$ cat config.mk
export PLATFORM = sky130hd
export DESIGN_NAME = next_receiver
export DESIGN_NICKNAME = d
export VERILOG_FILES = /design/src/rtl/next_receiver.sv
export SDC_FILE = /design/constraint.sdc
export NUM_CORES = 1
export LEC_CHECK = 0
export ABC_AREA = 0
export BUFFER_PORTS_ARGS = -buffer_cell sky130_fd_sc_hd__buf_2
export CAP_MARGIN = 20
export CORE_MARGIN = 1
export CORE_UTILIZATION = 36
export CTS_BUF_LIST = sky130_fd_sc_hd__clkbuf_4 sky130_fd_sc_hd__clkbuf_8
export CTS_CLUSTER_SIZE = 12
export DETAILED_ROUTE_END_ITERATION = 12
export MAX_ROUTING_LAYER = met4
export PLACE_DENSITY = 0.61
export SLEW_MARGIN = 5
export SYNTH_ARGS = -nofsm -noshare
export SYNTH_HDL_FRONTEND = slang
export SYNTH_SLANG_ARGS = --single-unit
$ cat constraint.sdc
create_clock -name clk -period 4.22 [get_ports clk]
set_input_delay 0.633 -clock clk [delete_from_list [all_inputs] [get_ports clk]]
set_output_delay 0.633 -clock clk [all_outputs]
set_load 0.02 [all_outputs]
$ cat src/rtl/next_receiver.sv
// Serial-to-parallel receiver for the monitor-to-host link.
// Start bit + 40 data bits MSB first, buffered in a small output FIFO.
module next_receiver #(
  parameter int FIFO_DEPTH = 2,
  parameter int CNT_W      = 8
) (
  input  logic             clk,
  input  logic             rst_n,
  input  logic             sin,
  output logic [39:0]      out_data,
  output logic             out_valid,
  input  logic             out_ready,
  output logic             rx_busy,
  output logic             data_loss,
  output logic [CNT_W-1:0] drop_count,
  input  logic             drop_clear
);

  localparam int AW = $clog2(FIFO_DEPTH);

  typedef enum logic {
    IDLE,
    RECV
  } state_t;

  state_t      state, state_nxt;
  logic [5:0]  bit_cnt, bit_cnt_nxt;
  logic [39:0] shift_q, shift_nxt;
  logic [39:0] pkt_word;
  logic        pkt_done;

  always_comb begin
    state_nxt   = state;
    bit_cnt_nxt = bit_cnt;
    shift_nxt   = shift_q;
    pkt_done    = 1'b0;
    pkt_word    = {shift_q[38:0], sin};
    unique case (state)
      IDLE: begin
        if (sin) begin
          state_nxt   = RECV;
          bit_cnt_nxt = '0;
        end
      end
      RECV: begin
        shift_nxt   = pkt_word;
        bit_cnt_nxt = bit_cnt + 6'd1;
        if (bit_cnt == 6'd39) begin
          pkt_done  = 1'b1;
          state_nxt = IDLE;
        end
      end
      default: state_nxt = IDLE;
    endcase
  end

  always_ff @(posedge clk or negedge rst_n) begin
    if (!rst_n) begin
      state   <= IDLE;
      bit_cnt <= '0;
      shift_q <= '0;
    end else begin
      state   <= state_nxt;
      bit_cnt <= bit_cnt_nxt;
      shift_q <= shift_nxt;
    end
  end

  assign rx_busy = (state == RECV);

  logic [AW:0] wptr, rptr;
  logic [39:0] mem [FIFO_DEPTH];
  logic        empty, full;
  logic        pop, push, drop;

  assign empty = (wptr == rptr);
  assign full  = (wptr[AW] != rptr[AW]) &&
                 (wptr[AW-1:0] == rptr[AW-1:0]);
  assign pop   = !empty && out_ready;
  // A pop frees the slot the push lands in, so full only blocks without one.
  assign push  = pkt_done && (!full || pop);
  assign drop  = pkt_done && full && !pop;

  always_ff @(posedge clk or negedge rst_n) begin
    if (!rst_n) begin
      wptr <= '0;
      rptr <= '0;
      for (int i = 0; i < FIFO_DEPTH; i++) begin
        mem[i] <= '0;
      end
    end else begin
      if (push) begin
        mem[wptr[AW-1:0]] <= pkt_word;
        wptr              <= wptr + 1'b1;
      end
      if (pop) begin
        rptr <= rptr + 1'b1;
      end
    end
  end

  assign out_data  = mem[rptr[AW-1:0]];
  assign out_valid = !empty;

  always_ff @(posedge clk or negedge rst_n) begin
    if (!rst_n) begin
      data_loss  <= 1'b0;
      drop_count <= '0;
    end else begin
      data_loss <= drop;
      unique case (1'b1)
        drop_clear:
          drop_count <= '0;
        drop && (drop_count != {CNT_W{1'b1}}):
          drop_count <= drop_count + CNT_W'(1);
        default:
          drop_count <= drop_count;
      endcase
    end
  end

endmodule

==> results of run 1 <==
[cell usage in the layout, fill, tap and decap left out, types with 3 or more instances in the layout]
master,synthesis,layout
a2111oi_0,3,3
a21o_1,3,3
a21oi_1,4,4
buf_2,9,54
buf_4,0,5
clkbuf_4,0,6
clkbuf_8,0,21
dfrtp_1,139,137
mux2_1,44,44
mux2_2,116,116
mux2i_1,3,3
nand2_1,10,10
nand2b_1,6,6
nand3_1,7,7
nor3_1,6,5
o21ai_0,5,5
xnor2_1,5,5
[through the flow]
stage	cell area [sq um]	hold WS, ps
3_3_place_gp	6390	463
3_5_place_dp	6390	465
5_1_grt	6790	153
2_1_floorplan	5900	337
4_1_cts	6760	395
6_report	6790	142
[kinds of logic after synthesis]
kind of cell	Yosys count
buffers and inverters	24
DFF	139
adders and majority gates	2
and+or+nand+nor	44
xor gates and xnor gates	6
AOI/OAI and AO/OA	21
muxes	164
[worst max path at each step]
stage	slack [ps]	depth (start not counted)	endpoint	from
6_report	1430	5	mem[38]	bit_cnt[3]
5_1_grt	1240	5	mem[32]	bit_cnt[3]
4_1_cts	1410	5	mem[38]	bit_cnt[3]
3_5_place_dp	1420	5	mem[38]	bit_cnt[3]
3_3_place_gp	1490	5	mem[2]	bit_cnt[3]
2_1_floorplan	2290	4	drop_count[2]	out_ready
[where the power goes]
| group | leakage (uW) | total, uW | internal [uW] | switching, uW |
|---|---|---|---|---|
| clock network | 0.000197 | 1010 | 558 | 451 |
| logic | 0.00135 | 1490 | 753 | 734 |
| registers | 0.00180 | 2170 | 1840 | 337 |
[worst max-delay path, cell delays in order (launching register included)]
cell and delay [ps]:
dfrtp_1 430, and4bb_1 300, nand3_1 340, or3b_2 900, buf_4 350, mux2_1 330
[metal layers]
metal | vias to the layer above | global-route usage, % | wire length, um
li1 | 1554 | - | -
met4 | 0 | 4.72 | 121
met3 | 11 | 4.26 | 407
met1 | 1677 | 19.0 | 5180
met5 | - | - | 0
met2 | 69 | 21.5 | 4770
[registers in the layout, summed over array words and instances (netlist names)]
signal and count:
bit_cnt 6, shift_q 39, drop_count 8, rptr 2, mem 80, wptr 2, rx_busy 1, data_loss 1
[layout make-up]
| class | count | area [sq um] | share of cell area, % |
|---|---|---|---|
| Sequential cell | 139 | 3480 | 51.3 |
| Multi-Input combinational cell | 237 | 2320 | 34.1 |
| Timing Repair Buffer | 61 | 347 | 5.10 |
| Clock buffer | 27 | 334 | 4.92 |
| Tap cell | 216 | 270 | 3.98 |
| Clock inverter | 2 | 35.0 | 0.516 |
| Inverter | 2 | 7.51 | 0.111 |
==> results list, run 1 <==
* Outcome: completed
* Complex-gate fraction of the synthesized area: 2.44%
* Required time worst endpoint: 4520 ps
- The tool flagged a number of max-cap violations equal to 0.
* Residual overflow from global routing: 0
- The path class of the tightest hold or removal check is in2async.
- After filler insertion, the fill cell instance count of the layout stands at 1479.
- The synthesized design spends more area on one cell type than any other, namely dfrtp_1.
- Total wirelength of the detailed-routed design: 10.5 mm
* Final #Nets: 465
* Initial antenna violation count: 0
- Clock tree from TritonCTS: yes
- The clock tree synthesis step divided the H-tree into 4 levels.
- Setup fix buffers added after clock tree synthesis: 0
- The cell sitting at the root of the clock tree is a clkbuf_8.
- After technology mapping, the gate count stands at 400.
- Static power due to leakage: 0.00335 uW
* Final period utilization: 66.0%
- Ranking of synthesized cells by area: dfrtp_1 (59%), mux2_2 (22%), mux2_1 (8.4%), buf_2 (0.76%), xnor2_1 (0.74%)
* Post-synth top flop: dfrtp_1
- Once the floorplan was initialized, standard cells occupied 37.0% of the core.
- The Yosys step of the flow raised 0 warnings.
* Quantity of hold-fixing buffers added after cts: 0
- Half-perimeter wire length after placement: 6.34 mm
* Portion of synthesized cell area occupied by the leading cell type: 59.0%
- For this block, the initial DRC count from the detailed router was 180.
* Global-route wire length before repair: 18.2 mm
- Detailed Routing Iterations Pass 1: 4
- Of all nets on the critical path, the largest fanout is 26.
* Clock tree skew after final layout: 10.5 ps
* Mean routed wirelength per cell: 15.3 um
- Xor/xnor share of the synthesized area: 0.891%
- Combinational family with the most area after synthesis: multiplexers
- Final worst setup slack: 1430 ps
- F_max: 0.359 GHz
- Detail-routed via count per cell: 4.84
* Worst setup slack after placement: 1420 ps
* Measured slew at the worst slew-check pin: 767 ps
- For this run, design rule violations remaining after detail routing come to 0.
- Of all flip-flops after synthesis, the portion carrying an async set or reset was 100%.
- The synthesized netlist occupies a cell area of 5900 sq um.
* Max Slew Vio Count: 0
- Share of the core filled with cells: 42.6%
- The die is 130 um tall.
- Number of hold violations in the final report: 0
- Counting distinct cell types in the post-synthesis netlist gives 35.
- The number of antenna diodes in the final layout is 0.
- Kind of end point of the critical path: flip-flop
- Across all register-to-register paths, the minimum setup slack is 1430 ps.
- Count of standard-cell rows: 46
- The clock reaches the later pin of the worst-skew pair after 430 ps.
- In the final timing run, aggregate negative setup slack is 0 ps.
- Last weighted congestion value of the routability-driven placer: 0.821
- In this run the critical register-to-register path is captured at mem[38].
* Post-synthesis to final-layout area growth: 15.1%
- The routed design could run at a clock period as short as 2790 ps.
- Number of clock sinks seen by CTS: 139
* Core Box Area: 15900 sq um
- Detailed routing inserted a total of 3311 vias.
* Clk pin slew, worst setup/hold paths: 70 ps
- Counting flops with a built-in enable in the synthesized netlist gives 0.
* Most frequent cell after synthesis: dfrtp_1
* Setup repair after global routing missed its margin: no
- During I/O placement, the number of pins put on the boundary was 56.
- After synthesis, the most frequently instantiated cells are dfrtp_1 (139), mux2_2 (116), mux2_1 (44).
- Data arrival, critical path: 3090 ps
* CP Class: reg2reg
- Share of cell area taken by muxes after synthesis: 31.3%
* Path depth of the worst reg2reg path: 5
- Placed instance count: 654
* Syn nets: 407
- Synthesis inferred 139 register bits.
- Adder-cell area share of the yosys netlist: 0.424%
- The detail route stage leaves a number of antenna-violating nets equal to 0.
* Die width: 130 um
- Post-route non-filler standard cell count: 684
* Cts repair resizes: 0
- Final setup fails: 0
- Counting the buffers created by CTS gives 17.
- Mean instance size in the synthesized netlist: 14.7 sq um
- IR analysis of the VDD net gives a maximum drop of 0.000276 V.
* Vias in the first global route: 3536
- Headroom to the max-slew limit came out at 48.9%.
- Summing internal, switching and leakage power gives 4670 uW.
- Post-synthesis sequential area ratio: 59.0%
- The floorplan step defined a die boundary enclosing 16900 sq um.
- In the final layout, the share of cells above drive strength 1 is 45.7%.
- Port buffering added 55 buffers.
- The clock passes through at most 2 buffers.
- Maximum number of pins on one net before global-route repair: 115
- Beginning of the worst register-to-register path: bit_cnt[3]
- Global router's overall resource usage: 14.5%
* Areal power density over the cells: 688 nW/um^2
* Type of origin of the critical path: flip-flop
* Area fraction in and, or, nand and nor cells after synthesis: 4.12%
No activity file was read; power rests on OpenSTA's default activity.
==> run 2, diff against run 1 <==
- clock period: 4.22 -> 2.7 ns (I/O delays scaled with it)
==> run 2 against run 1 <==
Compared with the run above:
- sequential share of layout area fell by 0.72 points
- total power up 62%
- clock power rose by 80%
- critical path depth is 2 lower
- clock skew shrank 1.1 ps
- final cell count increased by 1.2%
- largest power group unchanged
- critical endpoint is now out_data[9]
- highest routed layer unchanged
- non-clock buffer count rose by 5
- sequential power rose by 57%
- utilization is 0.60 points higher
- combinational power rose by 57%
==> results list, run 2 (synthesis gave the netlist of run 1 again) <==
- Outcome: completed
- Number of hold violations in the final report: 0
- Post-route non-filler standard cell count: 692
- Clk pin slew, worst setup/hold paths: 70 ps
* Final setup fails: 0
* Final period utilization: 88.0%
* Switching share of power: 32.6%
- Worst rel slew slack: 55.5%
- Post-Route Hold Slack: 253 ps
- Of the total power, registers draw 45.0%.
- In the global route stage, met2 resource usage came out at 22.8%.
* Static power due to leakage: 0.00339 uW
- Hold crit path type: in2reg
- For this configuration, the core starts out at a cell density of 37.0%.
- Highest-count cells in the layout ignoring fill and taps: dfrtp_1 (137), mux2_2 (116), buf_2 (54)
- F_max: 0.421 GHz
- Total wirelength of the detailed-routed design: 11.1 mm
- Measured slew at the worst slew-check pin: 668 ps
- Final #Nets: 470
- Entering global routing, the biggest net connects 62 pins.
- The die is 130 um wide.
- The die covers 16900 sq um.
- Insertion delay to the later sink of the worst-skew pair: 440 ps
* Initial antenna violation count: 0
- Type of origin of the critical path: flip-flop
- In this run, CTS created clock tree buffers numbering 17.
* Largest registers ranked by flip-flop count: mem x80, shift_q x39, drop_count x8
- Placed instance count: 659
- Via count: 3384
* DRC errors left: 0
- Total Neg Setup Slack: 0 ps
- The clock network is responsible for 24.0% of the overall power.
- Data on the critical path is required at its endpoint by 2300 ps.
* Number of cells on the worst hold path: 3
- For met1 alone, demand over resource in global routing was 19.4%.
- Internal power contribution: 5100 uW
- Clock tree skew after final layout: 9.34 ps
- Residual overflow from global routing: 0
- For the worst flop-to-flop path, the logic depth is 5.
* IR Drop Worst-Case VDD: 0.000527 V
* Post-synthesis to final-layout area growth: 16.8%
- Last weighted congestion value of the routability-driven placer: 0.805
- The first global-routing pass estimated 18.9 mm of wire.
- Final critical-path required period: 2380 ps
- Leaving out fill and tap cells, the most frequent cell in the layout is dfrtp_1.
- CP Class: reg2out
- CTS built an H-tree with a depth of 4.
- In this run the count of I/O pins placed on the die edge is 56.
- Data arrival, critical path: 1970 ps
- The core region is 15900 sq um.
* Busiest layer in global routing: met2
- Total inserted antenna cells: 0
- The HPWL after detailed placement is 6.86 mm.
- The number of pins with negative max-slew slack in the final report was 0.
- Buffer levels on the longest clock path: 2
- Clock root cell: clkbuf_8
* Number of flip-flops under the largest register name: 80
* Count of standard-cell rows: 46
* Height of the chip: 130 um
- Detailed router's first-iteration violation count: 193
* Mean routed wirelength per cell: 16.1 um
- Detailed Routing Iterations Pass 1: 4
* Cts repair resizes: 0
* Final ANT Viol Nets: 0
* Kind of end point of the critical path: output pin
* Setup repair after global routing missed its margin: no
* Detail-routed via count per cell: 4.89
* GRT met3 Usage: 4.67%
- Combinational cell fraction of total power: 31.0%
* Share of cells above drive strength 1: 46.4%
- Port buffer count: 55
- The analysis attributes to net switching a power of 2470 uW.
* Max_cap viols: 0
- Clock tree synthesis found a total of 139 sinks.
* Global router's overall resource usage: 15.3%
- In this run the power density over the cells is 1100 nW/um^2.
- Vias in the first global route: 3591
* Maximum fanout along the worst path: 42
- TritonCTS built the clock tree.
- Ranked by flip-flop count, first place goes to mem.
run 2: cell count changes in the layout (fill, tap and decap cells not counted), moves of 2 or more:
cell       before  now
clkbuf_4        6    0
buf_4           5    9
clkinv_2        1    7
bufinv_16       1    4
clkbuf_8       21   19
run 2: worst max-delay path, cell delays in order, from the launching register on:
cell     delay (ps)
dfrtp_2         370
buf_4           520
mux2_2          440
buf_2           170
run 2: worst paths after layout:
path	startpoint	end	slack, ps
hold / removal	out_ready	rptr[0]	250
max in group asynchronous	rst_n	mem[13]	1440
setup / recovery	rptr[0]	out_data[9]	320
min in group asynchronous	rst_n	drop_count[2]	480
hold reg to reg	mem[48]	mem[48]	490
setup reg to reg	bit_cnt[3]	mem[13]	650
run 2: final cells by class:
type,count,area (sq um)
Clock buffer,19,262
Multi-Input combinational cell,237,2320
Clock inverter,13,171
Inverter,2,7.51
Tap cell,216,270
Sequential cell,139,3480
Fill cell,1470,9060
Timing Repair Buffer,66,379
run 2: power groups by stage:
| stage | Clock, uW | Sequential, uW | Combinational (uW) |
|---|---|---|---|
| after floorplan | 0 | 3250 | 1830 |
| after global placement | 0 | 3390 | 2330 |
| after detailed placement | 0 | 3440 | 2380 |
| after CTS | 1880 | 3410 | 2390 |
| after global routing | 1970 | 3530 | 2560 |
| final | 1820 | 3400 | 2340 |
run 2: per-stage QoR:
stage	area [sq um]	setup slack (ps)	util, %	total power (uW)
2_1_floorplan	5900	780	-	5080
3_3_place_gp	6440	692	40.4	5720
3_5_place_dp	6440	657	40.4	5830
4_1_cts	6890	281	43.2	7680
5_1_grt	6890	243	43.2	8070
6_report	6890	325	43.2	7570
run 2: what timing repair did:
item,CTS,global route
buffers inserted,0,0
hold buffers,1,0
endpoints found under the hold margin,46,0
run 2: layer usage:
metal / routed length (um) / vias to the layer above / part of all wire [%]
li1: - / 1564 / -
met3: 577 / 13 / 5.2
met1: 5330 / 1737 / 48
met4: 144 / 0 / 1.3
met2: 5070 / 70 / 46
met5: 0 / - / 0
==> run 3, diff against run 2 <==
- SETUP_SLACK_MARGIN: default -> 0.4
==> run 3 against run 2 <==
Compared with the run above:
- hold slack about the same
- via count about the same
- maximum frequency increased by 7.3%
- die area unchanged
- largest power group unchanged
==> results list, run 3 (synthesis gave the netlist of run 1 again) <==
- Final setup fails: 0
* Global-route wire length before repair: 18.9 mm
- Height of the chip: 130 um
- Core Box Area: 15900 sq um
* Mean routed wirelength per cell: 16.1 um
* Areal power density over the cells: 1100 nW/um^2
- Clock tree skew after final layout: 9.34 ps
- Global router's overall resource usage: 15.3%
- The largest registers in the layout are mem x80, shift_q x39, drop_count x8.
- At the worst endpoint, the required time is 2300 ps.
- Final total power: 7570 uW
- Kind of end point of the critical path: output pin
* Clk pin slew, worst setup/hold paths: 70 ps
- GRT met3 Usage: 4.67%
- The worst setup path is of the reg2out kind.
- In the routed layout, each cell is associated on average with a via count of 4.89.
* Half-perimeter wire length after placement: 6.86 mm
- The number of hold-slack violations in the final timing report was 0.
* Hold Path End: rptr[0]
- Commonest non-fill, non-tap cell in the layout: dfrtp_1
* F_max: 0.452 GHz
- Busiest layer in global routing: met2
- Number of cells on the worst hold path: 3
* Last weighted congestion value of the routability-driven placer: 0.805
* Max Slew Vio Count: 0
- Via count: 3385
- Residual overflow from global routing: 0
- Compared with the post-synthesis result, the final layout area differs by 16.9%.
- IR analysis of the VDD net gives a maximum drop of 0.000527 V.
- For this design, the sink count on the clock tree is 139.
- The clock reaches the later pin of the worst-skew pair after 440 ps.
- For the pin with the worst max-slew slack, the measured transition is 668 ps.
* Die outline area: 16900 sq um
- The floorplan has 46 rows.
* Buffer levels on the longest clock path: 2
- The number of global-route vias before repair was 3591.
* Register-to-register setup slack: 650 ps
- Number of H-tree levels: 4
- The run finished with clean final reports.
- STA puts the critical path data arrival time at 1810 ps.
- Of all nets on the critical path, the largest fanout is 42.
* Maximum number of pins on one net before global-route repair: 62
* Path depth of the worst reg2reg path: 5
- Worst rel slew slack: 55.5%
- Port buffer count: 55
* Share of cells above drive strength 1: 46.4%
- Cell area after placement: 6440 sq um
* Met2 usage: 22.8%
- Register with the highest flop count: mem
* Startpoint of the tightest hold check path: out_ready
- R2r endpoint: mem[13]
* Inserted Clock Buffers: 17
- Setup repair after global routing left no endpoint under its margin.
- DRC errors left: 0
- Counting the fill cells in the layout gives 1469.
- The register with the most flip-flops in the layout has 80 of them.
* Total Neg Setup Slack: 0 ps
- Total inserted antenna cells: 0
- Post-layout instance area: 6890 sq um
- Global routing used 19.4% of the available met1 tracks.
* Max_cap viols: 0
- The number of antenna violations at the first check in global routing was 0.
* Detailed router's first-iteration violation count: 193
- Total wirelength of the detailed-routed design: 11.1 mm
- Die width: 130 um
- Final ANT Viol Nets: 0
- Before CTS, the worst setup slack after placement is 657 ps.
- Hold crit path type: in2reg
- In the finished design, the share of the clock period the worst path needs comes to 82.0%.
- Subtracting the final worst setup slack from the clock period gives 2210 ps.
* Static power due to leakage: 0.00340 uW
- Final worst setup slack: 486 ps
- Timing startpoint of the critical path: rptr[0]
- For this design the top-level I/O count stands at 56.
- The top cell types in the final layout, fill and taps aside, are dfrtp_1 (137), mux2_2 (116), buf_2 (54).
- TritonCTS built the clock tree.
* Type of origin of the critical path: flip-flop
- The first detailed-routing pass ran for 4 iterations.
* Clock root cell: clkbuf_8
* Starting density of the core: 37.0%
- Final #Nets: 470
- Beginning of the worst register-to-register path: bit_cnt[3]
-- run 3: changes by cell type in the layout (fill, tap and decap cells not counted), sizes merged --
cell    before  now
clkbuf      19   20
buf         65   64
-- run 3: timing repair --
action	CTS	global route
endpoints found under the hold margin	46	0
hold buffers	1	0
endpoints found under the setup margin	40	1
gates resized for setup	1	1
buffers inserted	0	0
-- run 3: worst max-delay path, stage by stage (launching register included) --
cell	delay (ps)
dfrtp_2	370
clkbuf_8	380
mux2_2	420
buf_2	170
-- run 3: layer usage --
layer / up-vias / share of wire (%)
met5: - / 0
met4: 0 / 1.3
met3: 13 / 5.2
met2: 70 / 46
met1: 1738 / 48
li1: 1564 / -
-- run 3: final cells by class --
class / instances / area [sq um] / area share, %
timing repair buffer: 66 / 385 / 5.59
tap: 216 / 270 / 3.92
sequential: 139 / 3480 / 50.5
multi-input combinational: 237 / 2320 / 33.6
clock buffer: 19 / 262 / 3.79
clock inverter: 13 / 171 / 2.49
inverter: 2 / 7.51 / 0.109
-- run 3: worst max-delay path by stage --
| stage | to | slack [ps] |
|---|---|---|
| 2_1_floorplan | drop_count[2] | 780 |
| 3_3_place_gp | mem[13] | 690 |
| 3_5_place_dp | mem[41] | 660 |
| 4_1_cts | out_data[9] | 430 |
| 5_1_grt | out_data[9] | 420 |
| 6_report | out_data[9] | 490 |
-- run 3: through the flow --
stage / std cells / hold slack [ps] / utilization [%]
finish: 692 / 253 / 43.2
global route: 692 / 269 / 43.2
CTS: 692 / 222 / 43.2
detailed placement: 659 / 380 / 40.4
global placement: 659 / 375 / 40.4
floorplan: 400 / 109 / -
-- run 3: power by group --
part	switching, uW	total [uW]	internal [uW]
clock network	772	1820	1050
logic	1160	2350	1190
registers	534	3400	2870
total	2470	7570	5100
